==> config.mk <==
export PLATFORM = sky130hd
export DESIGN_NAME = popcount_seq_ctrl_flat
export DESIGN_NICKNAME = d
export VERILOG_FILES = /design/src/rtl/popcount_seq_ctrl_if.sv /design/src/rtl/popcount_seq_ctrl.sv /design/src/flat_wrapper.sv
export SDC_FILE = /design/constraint.sdc
export NUM_CORES = 1
export LEC_CHECK = 0
export CAP_MARGIN = 15
export CORE_MARGIN = 4
export CORE_UTILIZATION = 25
export DETAILED_ROUTE_END_ITERATION = 8
export PLACE_DENSITY = 0.54
export SLEW_MARGIN = 40
export SYNTH_ARGS = -nofsm -noshare
export SYNTH_HDL_FRONTEND = slang
export SYNTH_SLANG_ARGS = --single-unit
export TNS_END_PERCENT = 5
==> constraint.sdc <==
create_clock -name clk -period 8.1 [get_ports clk]
set_input_delay 1.62 -clock clk [delete_from_list [all_inputs] [get_ports clk]]
set_output_delay 1.62 -clock clk [all_outputs]
set_load 0.01 [all_outputs]
==> src/rtl/popcount_seq_ctrl_if.sv <==
// Producer/consumer handshake bundle for the sequential popcount block.
// master = testbench/producer+consumer side, slave = the counting block.
interface popcount_seq_ctrl_if #(
  parameter int DATA_W = 32,
  parameter int CNT_W  = $clog2(DATA_W + 1)
);
  logic              in_valid;
  logic              in_ready;
  logic [DATA_W-1:0] in_data;
  logic              in_zeros;
  logic              out_valid;
  logic              out_ready;
  logic [CNT_W-1:0]  out_count;

  modport master (
    output in_valid, in_data, in_zeros, out_ready,
    input  in_ready, out_valid, out_count
  );

  modport slave (
    input  in_valid, in_data, in_zeros, out_ready,
    output in_ready, out_valid, out_count
  );
endinterface

==> src/rtl/popcount_seq_ctrl.sv <==
// Sequential popcount: a latched word is shifted through one 7-bit popcount
// per cycle and the 3-bit partial counts are summed into an accumulator.
// Clear-bit counting inverts the word on accept; pad bits stay zero.
module popcount_seq_ctrl #(
  parameter int DATA_W = 32
) (
  input  logic               clk,
  input  logic               rst_n,
  popcount_seq_ctrl_if.slave bus,
  output logic               busy
);
  localparam int CHUNK_W = 7;
  localparam int NCHUNK  = (DATA_W + CHUNK_W - 1) / CHUNK_W;
  localparam int PAD_W   = NCHUNK * CHUNK_W;
  localparam int CNT_W   = $clog2(DATA_W + 1);
  localparam int IDX_W   = (NCHUNK > 1) ? $clog2(NCHUNK) : 1;

  typedef enum logic [1:0] {IDLE, RUN, DONE} state_t;

  state_t             state, state_nx;
  logic [PAD_W-1:0]   word, word_ld;
  logic [IDX_W-1:0]   idx;
  logic [CNT_W-1:0]   acc;
  logic [CNT_W-1:0]   pc_ext;
  logic               accept;
  logic               last;

  // 7-input popcount; result is at most 7 so 3 bits suffice.
  function automatic logic [2:0] pc7(input logic [CHUNK_W-1:0] c);
    logic [2:0] s;
    s = '0;
    for (int i = 0; i < CHUNK_W; i++) s = s + {2'b00, c[i]};
    return s;
  endfunction

  // Padded load value: pad bits are zero whether counting ones or zeros.
  always_comb begin
    word_ld = '0;
    word_ld[DATA_W-1:0] = bus.in_zeros ? ~bus.in_data : bus.in_data;
  end

  // Chunk count never exceeds DATA_W, so truncation to CNT_W is lossless.
  assign pc_ext = CNT_W'(pc7(word[CHUNK_W-1:0]));
  assign last   = (idx == IDX_W'(NCHUNK - 1));
  assign bus.out_count = acc;

  // State register.
  always_ff @(posedge clk or negedge rst_n) begin
    if (!rst_n) state <= IDLE;
    else        state <= state_nx;
  end

  // Next state and handshake outputs; DONE forwards out_ready to in_ready
  // so a new word can be taken in the same cycle the result leaves.
  always_comb begin
    state_nx      = state;
    bus.in_ready  = 1'b0;
    bus.out_valid = 1'b0;
    busy          = 1'b0;
    accept        = 1'b0;
    case (state)
      IDLE: begin
        bus.in_ready = 1'b1;
        if (bus.in_valid) begin
          accept   = 1'b1;
          state_nx = RUN;
        end
      end
      RUN: begin
        busy = 1'b1;
        if (last) state_nx = DONE;
      end
      DONE: begin
        busy          = 1'b1;
        bus.out_valid = 1'b1;
        bus.in_ready  = bus.out_ready;
        if (bus.out_ready) begin
          if (bus.in_valid) begin
            accept   = 1'b1;
            state_nx = RUN;
          end else begin
            state_nx = IDLE;
          end
        end
      end
      default: state_nx = IDLE;
    endcase
  end

  // Datapath: load on accept, otherwise shift one chunk out per RUN cycle.
  always_ff @(posedge clk or negedge rst_n) begin
    if (!rst_n) begin
      word <= '0;
      acc  <= '0;
      idx  <= '0;
    end else if (accept) begin
      word <= word_ld;
      acc  <= '0;
      idx  <= '0;
    end else if (state == RUN) begin
      word <= word >> CHUNK_W;
      acc  <= acc + pc_ext;
      idx  <= last ? '0 : idx + IDX_W'(1);
    end
  end
endmodule

==> src/flat_wrapper.sv <==
// flat-port wrapper written by rule: the top's interface ports become plain ports
module popcount_seq_ctrl_flat 
#(
  parameter int DATA_W = 32
)
  (clk, rst_n, busy, bus_in_valid, bus_in_data, bus_in_zeros, bus_out_ready, bus_in_ready, bus_out_valid, bus_out_count);
  popcount_seq_ctrl_if #(.DATA_W(DATA_W)) bus_i ();
  input  logic clk;
  input  logic rst_n;
  output logic busy;
  input wire logic [$bits(bus_i.in_valid)-1:0] bus_in_valid;
  input wire logic [$bits(bus_i.in_data)-1:0] bus_in_data;
  input wire logic [$bits(bus_i.in_zeros)-1:0] bus_in_zeros;
  input wire logic [$bits(bus_i.out_ready)-1:0] bus_out_ready;
  output wire logic [$bits(bus_i.in_ready)-1:0] bus_in_ready;
  output wire logic [$bits(bus_i.out_valid)-1:0] bus_out_valid;
  output wire logic [$bits(bus_i.out_count)-1:0] bus_out_count;
  assign bus_i.in_valid = bus_in_valid;
  assign bus_i.in_data = bus_in_data;
  assign bus_i.in_zeros = bus_in_zeros;
  assign bus_i.out_ready = bus_out_ready;
  assign bus_in_ready = bus_i.in_ready;
  assign bus_out_valid = bus_i.out_valid;
  assign bus_out_count = bus_i.out_count;
  popcount_seq_ctrl #(.DATA_W(DATA_W)) u_core (.clk(clk), .rst_n(rst_n), .bus(bus_i), .busy(busy));
endmodule
==> out/results.txt, run 1 <==
Status - finished, final reports clean
Total of max-cap violations - 0
Slew of the pin with the lowest slew margin - 0.620 ns
Synthesis-to-finish area growth - 23.0%
Largest net degree at the start of global routing - 47
Iteration-0 DRC Markers - 82
Seq/Total Area, Yosys - 40.5%
Worst relative slew slack - 58.7%
Placed cell areas - 0.00317 mm2
Chip Height - 111 um
Clk slew on worst S/H paths - 0.08 ns
DRC - 0
Hold Fails Final Rpt - 0
Number of synthesized register bits - 43
VDD IR-drop max - 0.171 mV
Gr usage total - 9.52%
CTS sink count - 43
Root Buffer - clkbuf_8
Buffers on Ports - 45
Starting Density - 25.7%
Fillers - 1,079
RSZ-0062 raised after global routing - no
Detailed Place HPWL - 3.85 mm
Leading area contributor after synthesis - dfrtp_1
Tmin final - 4.81 ns
CTS tree - yes
Wire length of the first global-routing pass - 9.63 mm
Synthesized cell area - 0.00266 mm2
Top post-synthesis cells by area - dfrtp_1 (40%), xor2_1 (11%), mux2i_1 (11%), nand3_1 (6.4%), o21ai_1 (5.8%)
CP startpoint kind - primary input
Die Wd - 111 um
Clock Latency Late Sink - 0.30 ns
Total CTS buffers - 5
Adder-cell area share of the yosys netlist - 8.66%
Htree depth - 2
Crit path DAT - 3.19 ns
Cell area power density - 400 mW/mm2
Yosys warnings - 0
WL/cell - 12.8 um
Overall power - 1.31 mW
Post-CTS Setup Inserts - 0
Max Fclk - 0.208 GHz
Final setup viols - 0
Required @ worst endpoint - 6.48 ns
Synth Area per Inst - 10.1 um2
Top cell type's share of synthesized area - 40.5%
Yosys cell types - 32
Std cell rows - 37
Post-DRT Antenna Nets - 0
Share of cells above drive strength 1 - 6.71%
Synth Area in Compound Gates - 10.4%
Vias in the first global route - 1,952
Vias - 1,892
LEAKAGE - 1.43 nW
Post-cts resize count - 0
Fin area - 0.00327 mm2
Net Count, Synth - 316
Clock Path Buffers - 2
Drt first pass iters - 4
Worst hold path class - flip-flop to flip-flop
Final-stage net count - 350
WL final - 5.56 mm
Worst setup EP type - primary output
Routed vias/inst - 4.36
Antenna cell count - 0
Crit path max fanout - 34
Die Area - 0.0123 mm2
Main combinational cell family by area after synthesis - simple AND/OR/NAND/NOR gates
Post-synthesis mux area share - 11.0%
XOR/XNOR share of the synthesized area - 11.2%
Cell count after synthesis - 263
Simple-Gate Fraction of Synth Area - 11.7%
Critical setup path kind - primary input to primary output
Core area - 0.0103 mm2
Most frequent cells in the layout - clkdlybuf4s50_1 (43), dfrtp_1 (43), nand3_1 (34)
Initial antenna violation count - 0
Final Slew Violations - 0
Gr ovfl total - 0
Setup TNS - 0 ns
Gpl congestion - 0.774
Final core occ - 31.7%
Skew final - 0.0130 ns
Num ports - 46
CTS Hold Bufs - 0
Fin crit share - 59.4%
[final timing paths]
path | end | slack [ns] | cells after the start | startpoint
setup / recovery | bus_in_ready | 3.29 | 4 | bus_out_ready
hold / removal | u_core.word[26]$_DFFE_PN0P_ | 0.53 | 2 | u_core.word[26]$_DFFE_PN0P_
setup reg to reg | u_core.bus.out_count[5]$_DFFE_PN0P_ | 4.60 | 12 | u_core.word[0]$_DFFE_PN0P_
hold reg to reg | u_core.word[26]$_DFFE_PN0P_ | 0.53 | 2 | u_core.word[26]$_DFFE_PN0P_
max in group asynchronous | u_core.state[1]$_DFFE_PN0P_ | 6.41 | 1 | rst_n
min in group asynchronous | u_core.bus.out_count[5]$_DFFE_PN0P_ | 1.29 | 1 | rst_n
[report_power, final]
group          leakage [nW]  switching, mW  internal, mW
clock                0.0474         0.0800        0.0697
combinational         0.831          0.418         0.362
sequential            0.548         0.0625         0.316
total                  1.43          0.560         0.748
[layout make-up]
class,instances,area [um2],share of cell area (%)
Clock inverter,2,16.3,0.498
Tap cell,136,170,5.21
Inverter,12,45.0,1.38
Sequential cell,43,1080,32.9
Clock buffer,6,82.6,2.53
Multi-Input combinational cell,187,1410,43.1
Timing Repair Buffer,48,468,14.3
[flip-flops by register name (all words and copies together), names as in the netlist]
signal / flops
u_core.state: 2
u_core.idx: 3
u_core.word: 32
u_core.bus.out_count: 6
[cell usage after synthesis]
| library cell | n |
|---|---|
| a211oi_1 | 1 |
| a211oi_2 | 2 |
| a21o_1 | 1 |
| a21oi_1 | 6 |
| a21oi_2 | 1 |
| and2_4 | 1 |
| buf_1 | 2 |
| buf_2 | 10 |
| buf_4 | 2 |
| buf_6 | 4 |
| clkbuf_1 | 3 |
| dfrtp_1 | 43 |
| fa_1 | 4 |
| ha_1 | 12 |
| inv_1 | 12 |
| mux2_2 | 1 |
| mux2i_1 | 28 |
| nand2_1 | 3 |
| nand2b_1 | 8 |
| nand3_1 | 34 |
| nand3b_1 | 1 |
| nor2_1 | 6 |
| nor2b_1 | 2 |
| nor3_1 | 1 |
| o21ai_0 | 5 |
| o21ai_1 | 31 |
| o31ai_1 | 1 |
| o32a_1 | 1 |
| or3_1 | 2 |
| or4_4 | 1 |
| xnor2_1 | 1 |
| xor2_1 | 33 |
[metal layers]
| layer | up-vias | global-route usage (%) | wire (um) | share of wire [%] |
|---|---|---|---|---|
| met3 | 4 | 3.17 | 228 | 4.1 |
| li1 | 965 | - | - | - |
| met1 | 889 | 12.5 | 2670 | 48 |
| met2 | 34 | 15.2 | 2610 | 47 |
| met5 | - | 0 | 0 | 0 |
| met4 | 0 | 2.19 | 51 | 0.92 |
[logic make-up after synthesis]
group                    count (synthesis)
AND/OR/NAND/NOR                         59
AO/OA/AOI/OAI                           49
flip-flops                              43
XOR/XNOR                                34
buffers and inverters                   33
multiplexers                            29
adder cells (fa/ha/maj)                 16
[worst max-delay path: stages]
cell	delay, ns
clkdlybuf4s50_1	0.48
a21o_1	0.13
buf_4	0.33
clkdlybuf4s50_1	0.61
[through the flow]
stage | hold slack [ns] | worst slack [ns] | instances
CTS | 0.541 | 3.28 | 434
global placement | 0.520 | 3.29 | 426
finish | 0.535 | 3.29 | 434
detailed placement | 0.525 | 3.28 | 426
floorplan | 0.505 | 4.42 | 263
global route | 0.560 | 3.19 | 434
(Power assumes the default switching activity.)
==> inputs of run 2 (changes only) <==
==> constraint.sdc (replaced) <==
create_clock -name clk -period 4.9 [get_ports clk]
set_input_delay 0.98 -clock clk [delete_from_list [all_inputs] [get_ports clk]]
set_output_delay 0.98 -clock clk [all_outputs]
set_load 0.01 [all_outputs]
==> run 2 against run 1 <==
  * Die area is the same
  * First-iteration DRC count shrank 16%
  * Clock skew shrank 0.0038 ns
  * Highest routed layer unchanged
==> out/results.txt, run 2 (same netlist as run 1, synthesis figures left out) <==
Vias in the first global route - 2,049 (+5.0%)
Final-stage net count - 350 (unchanged)
Most frequent cells in the layout - clkdlybuf4s50_1 (43), dfrtp_1 (43), nand3_1 (34)
Max Fclk - 0.285 GHz
Worst setup EP type - flip-flop
Cell Count, Final, Fillers Out - 434 (unchanged)
Reg2Reg Setup Slack - 1.39 ns (-3.21 ns)
Cell area power density - 665 mW/mm2 (+66%)
Synthesis-to-finish area growth - 23.0% (unchanged)
Die Wd - 111 um (unchanged)
Required @ worst endpoint - 5.13 ns (-1.35 ns)
GR Util met2 - 16.3% (+1.1 points)
Gr ovfl total - 0 (unchanged)
Num ports - 46 (unchanged)
Clock Latency Late Sink - 0.30 ns (about the same)
WL/cell - 12.9 um (+0.59%)
Root Buffer - clkbuf_8
Antenna cell count - 0 (unchanged)
Overall power - 2.17 mW (+66%)
Initial antenna violation count - 0 (unchanged)
Std cell rows - 37 (unchanged)
Gpl congestion - 0.736 (-4.9%)
CP max stage delay - 0.49 ns (-0.12 ns)
Max reg flops - 32 (unchanged)
Tmin final - 3.51 ns
Final core occ - 31.7% (unchanged)
Clk slew on worst S/H paths - 0.09 ns (about the same)
Final Slew Violations - 0 (unchanged)
Die Area - 0.0123 mm2 (unchanged)
VDD IR-drop max - 0.251 mV (+47%)
Skew final - 0.00920 ns (-0.00381 ns)
Worst hold path class - flip-flop to flip-flop
Chip Height - 111 um (unchanged)
Fin crit share - 71.6%
Hold_sp - u_core.word[29]$_DFFE_PN0P_
Post-CTS Setup Inserts - 0 (unchanged)
Hold path depth - 2 (unchanged)
DRC - 0 (unchanged)
Status - finished, final reports clean
Worst relative slew slack - 61.6% (+3.0 points)
Drt first pass iters - 4 (unchanged)
Top reg by flops - u_core.word
Buffers on Ports - 45 (unchanged)
Grt met3 use - 2.18% (-0.98 points)
WL final - 5.60 mm (+0.59%)
Core area - 0.0103 mm2 (unchanged)
Total of max-cap violations - 0 (unchanged)
Placed cells - 426 (unchanged)
Worst Hold End - u_core.word[29]$_DFFE_PN0P_
Crit path DAT - 3.74 ns (+0.55 ns)
LEAKAGE - 1.43 nW (unchanged)
Grt met1 use - 12.0% (-0.58 points)
Routed vias/inst - 4.38 (+0.42%)
Final setup viols - 0 (unchanged)
Worst hold slack - 0.539 ns (+0.00439 ns)
Largest net degree at the start of global routing - 44 (-6.4%)
Total CTS buffers - 5 (unchanged)
CTS tree - yes
CP startpoint kind - flip-flop
CTS Hold Bufs - 0 (unchanged)
Slew of the pin with the lowest slew margin - 0.576 ns (-0.0444 ns)
Crit Reg-Reg Endpoint - u_core.bus.out_count[5]$_DFFE_PN0P_
CTS sink count - 43 (unchanged)
Setup TNS - 0 ns (unchanged)
Crit path max fanout - 4 (-88%)
Post-DRT Antenna Nets - 0 (unchanged)
Share of cells above drive strength 1 - 6.71% (unchanged)
Gr usage total - 9.57% (+0.046 points)
Htree depth - 2 (unchanged)
Clock Path Buffers - 2 (unchanged)
Detailed Place HPWL - 4.07 mm (+5.5%)
Vias - 1,900 (+0.42%)
Wire length of the first global-routing pass - 9.75 mm (+1.3%)
R2R Path Start - u_core.word[0]$_DFFE_PN0P_
Starting Density - 25.7% (unchanged)
Crit path cell chain - ha_1 -> inv_1 -> fa_1 -> fa_1 -> inv_1 -> ha_1 -> fa_1 -> xor2_1 -> ha_1 -> nor2_1 -> or4_4 -> a21oi_2
GR peak layer - met2
Critical setup path kind - flip-flop to flip-flop
Reg2Reg Depth - 12 (unchanged)
CP max stage cell - fa_1
Post-cts resize count - 0 (unchanged)
Hold Fails Final Rpt - 0 (unchanged)
Iteration-0 DRC Markers - 69 (-16%)
RSZ-0062 raised after global routing - no
## run 2: how the worst max path moves through the flow
stage	slack (ns)	from	to	depth (start not counted)
detailed placement	1.40	u_core.word[1]$_DFFE_PN0P_	u_core.bus.out_count[5]$_DFFE_PN0P_	12
finish	1.39	u_core.word[0]$_DFFE_PN0P_	u_core.bus.out_count[5]$_DFFE_PN0P_	12
floorplan	1.52	u_core.word[0]$_DFFE_PN0P_	u_core.bus.out_count[5]$_DFFE_PN0P_	12
CTS	1.38	u_core.word[1]$_DFFE_PN0P_	u_core.bus.out_count[5]$_DFFE_PN0P_	12
global route	1.22	u_core.word[0]$_DFFE_PN0P_	u_core.bus.out_count[5]$_DFFE_PN0P_	12
global placement	1.46	u_core.word[0]$_DFFE_PN0P_	u_core.bus.out_count[5]$_DFFE_PN0P_	12
## run 2: power by group
part	leakage [nW]	total [mW]	internal, mW	switching [mW]
sequential	0.548	0.629	0.523	0.107
clock	0.0474	0.244	0.115	0.129
combinational	0.831	1.30	0.603	0.695
## run 2: cell type report
class | instances | area [um2]
Sequential cell | 43 | 1080
Multi-Input combinational cell | 187 | 1410
Fill cell | 1086 | 7060
Inverter | 12 | 45.0
Timing Repair Buffer | 48 | 468
Clock buffer | 6 | 82.6
Clock inverter | 2 | 16.3
Tap cell | 136 | 170
## run 2: metal layers
| layer | vias up | part of all wire (%) |
|---|---|---|
| li1 | 969 | - |
| met1 | 889 | 45 |
| met2 | 35 | 50 |
| met3 | 7 | 3.6 |
| met4 | 0 | 1.4 |
| met5 | - | 0 |
## run 2: worst max-delay path: cells and delay by family, from the launching register on
kind / cells / cell delay, ns
compound gates: 1 / 0.14
xor+xnor: 1 / 0.16
fa+ha+maj: 6 / 2.09
buf+inv: 2 / 0.11
flops: 1 / 0.39
simple gates: 2 / 0.56
## run 2: through the flow
stage | worst slack, ns | cell area, um2
after floorplan | 1.52 | 2660
after global placement | 1.46 | 3160
after detailed placement | 1.40 | 3170
after CTS | 1.38 | 3270
after global routing | 1.22 | 3270
final | 1.39 | 3270
==> inputs of run 3 (changes only) <==
==> constraint.sdc (replaced) <==
create_clock -name clk -period 3.24 [get_ports clk]
set_input_delay 0.648 -clock clk [delete_from_list [all_inputs] [get_ports clk]]
set_output_delay 0.648 -clock clk [all_outputs]
set_load 0.01 [all_outputs]
==> run 3 against run 2 <==
  * The run now ends with setup timing left
  * Critical path depth stayed put
  * Combinational power rose by 77%
  * Register-to-register slack got worse by 1.5 ns
  * Die area unchanged
  * Sequential power rose by 51%
  * Count of clock-buffer cells in the layout unchanged
  * Worst hold slack got worse by 0.20 ns
  * Critical endpoint unchanged
==> out/results.txt, run 3 (same netlist as run 1, synthesis figures left out) <==
Post-DRT Antenna Nets - 0 (unchanged)
Total CTS buffers - 5 (unchanged)
Final-stage net count - 360 (+2.9%)
WL final - 5.65 mm (+1.1%)
Clock Path Buffers - 2 (unchanged)
Required @ worst endpoint - 3.47 ns (-1.66 ns)
CTS sink count - 43 (unchanged)
Reg2Reg Depth - 12 (unchanged)
Drt first pass iters - 4 (unchanged)
Share of cells above drive strength 1 - 11.0% (+4.3 points)
VDD IR-drop max - 0.454 mV (+81%)
Starting Density - 25.7% (unchanged)
Met2 wire length - 2.87 mm (+2.0%)
Crit path from - u_core.word[0]$_DFFE_PN0P_
Top routing layer in use - met4
LEAKAGE - 1.49 nW (+4.4%)
Overall power - 3.74 mW (+72%)
Worst setup margin - -0.143 ns (-1.53 ns)
Skew final - 0.00412 ns (-0.00508 ns)
Critical setup path kind - flip-flop to flip-flop
Hold Fails Final Rpt - 0 (unchanged)
Htree depth - 2 (unchanged)
Largest net degree at the start of global routing - 44 (unchanged)
CTS tree - yes
Reg2Reg Setup Slack - -0.14 ns (-1.53 ns)
Tmin final - 3.38 ns (-0.126 ns)
Status - finished, violations left
Gr ovfl total - 0 (unchanged)
Failing checks - setup timing
Gr usage total - 9.51% (-0.054 points)
Worst setup EP type - flip-flop
Crit path DAT - 3.61 ns (-0.13 ns)
Synthesis-to-finish area growth - 27.6%
Slew of the pin with the lowest slew margin - 0.657 ns (+0.0810 ns)
Worst hold path class - primary input to asynchronous set/reset pin
Gpl congestion - 0.726 (-1.3%)
Fin crit share - 104% (+33 points)
Clock Latency Late Sink - 0.29 ns (about the same)
Antenna cell count - 0 (unchanged)
Die Wd - 111 um (unchanged)
Final Slew Violations - 0 (unchanged)
Iteration-0 DRC Markers - 47 (-32%)
Top reg by flops - u_core.word
Core area - 0.0103 mm2 (unchanged)
Num ports - 46 (unchanged)
R2R Path Start - u_core.word[0]$_DFFE_PN0P_
WL met3 - 195 um (-4.4%)
Worst relative slew slack - 56.2% (-5.4 points)
Max reg flops - 32 (unchanged)
Routed vias/inst - 4.32 (-1.3%)
CP startpoint kind - flip-flop
Wire length of the first global-routing pass - 9.58 mm (-1.8%)
Total of max-cap violations - 0 (unchanged)
Final setup viols - 4 (+4)
Place WS - -0.156 ns (-1.55 ns)
WL/cell - 12.7 um (-1.2%)
Setup TNS - -0.434 ns (-0.434 ns)
Clk slew on worst S/H paths - 0.08 ns (about the same)
Crit path max fanout - 3 (-1)
Chip Height - 111 um (unchanged)
Crit Reg-Reg Endpoint - u_core.bus.out_count[5]$_DFFE_PN0P_
Std cell rows - 37 (unchanged)
Die Area - 0.0123 mm2 (unchanged)
Fillers - 1,067 (-1.7%)
Initial antenna violation count - 0 (unchanged)
Most frequent cells in the layout - clkdlybuf4s50_1 (43), dfrtp_1 (43), nand3_1 (34)
Detailed Place HPWL - 4.08 mm (+0.44%)
Cell area power density - 1100 mW/mm2 (+66%)
DRC - 0 (unchanged)
Max Fclk - 0.296 GHz (+3.7%)
RSZ-0062 raised after global routing - yes
Vias in the first global route - 1,980 (-3.4%)
Metal-1 WL - 2.54 mm (+1.4%)
Buffers on Ports - 45 (unchanged)
Root Buffer - clkbuf_8
Vias - 1,919 (+1.0%)
[run 3: cell count changes in the layout (fill, tap and decap cells not counted), moves of 2 or more]
cell,change
buf_4,+10
a21oi_1,-2
a21oi_2,+2
bufinv_16,+2
ha_1,-2
ha_2,+2
[run 3: layer usage]
layer | GRT usage (%) | vias to the layer above
li1 | - | 988
met1 | 11.9 | 900
met2 | 16.2 | 27
met3 | 2.46 | 4
met4 | 2.68 | 0
met5 | 0 | -
[run 3: worst max path at each step]
stage	end	slack, ns	cells past startpoint
2_1_floorplan	u_core.bus.out_count[5]$_DFFE_PN0P_	-0.1	12
3_3_place_gp	u_core.bus.out_count[5]$_DFFE_PN0P_	-0.11	12
3_5_place_dp	u_core.bus.out_count[5]$_DFFE_PN0P_	-0.16	12
4_1_cts	u_core.bus.out_count[5]$_DFFE_PN0P_	-0.15	12
5_1_grt	u_core.bus.out_count[3]$_DFFE_PN0P_	-0.29	12
6_report	u_core.bus.out_count[5]$_DFFE_PN0P_	-0.14	12
[run 3: repair_timing]
action                     4_1_cts  5_1_grt
setup buffers                    1        2
hold buffers                     0        0
pin swaps                        3        3
gates resized for setup          1        4
setup endpoints to repair        5        5
[run 3: final cells by class]
| type | count | area (um2) | share of cell area, % |
|---|---|---|---|
| sequential | 43 | 1080 | 31.7 |
| tap | 136 | 170 | 5.02 |
| clock inverter | 2 | 60.1 | 1.77 |
| timing repair buffer | 58 | 543 | 16.0 |
| clock buffer | 6 | 72.6 | 2.14 |
| inverter | 12 | 45.0 | 1.33 |
| multi-input combinational | 187 | 1430 | 42.0 |
[run 3: metrics by stage]
step	cell area, um2	utilization, %	hold slack, ns	cells
floorplan	2660	-	0.352	263
global placement	3220	31.2	0.519	433
detailed placement	3220	31.2	0.524	433
CTS	3370	32.6	0.352	442
global route	3390	32.9	0.373	444
finish	3390	32.9	0.337	444
[run 3: where the power goes]
| part | total, mW | internal, mW | switching, mW |
|---|---|---|---|
| registers | 0.950 | 0.791 | 0.159 |
| clock network | 0.491 | 0.308 | 0.183 |
| logic | 2.30 | 1.18 | 1.12 |
[run 3: worst max-delay path, cell delays in order, from the launching register on]
cell     delay [ns]
dfrtp_1        0.39
ha_1           0.29
inv_1          0.06
fa_1           0.42
fa_1           0.49
inv_1          0.04
ha_2           0.16
fa_2           0.33
xor2_1         0.15
ha_2           0.33
nor2_1         0.05
or4_4          0.47
a21oi_2        0.12
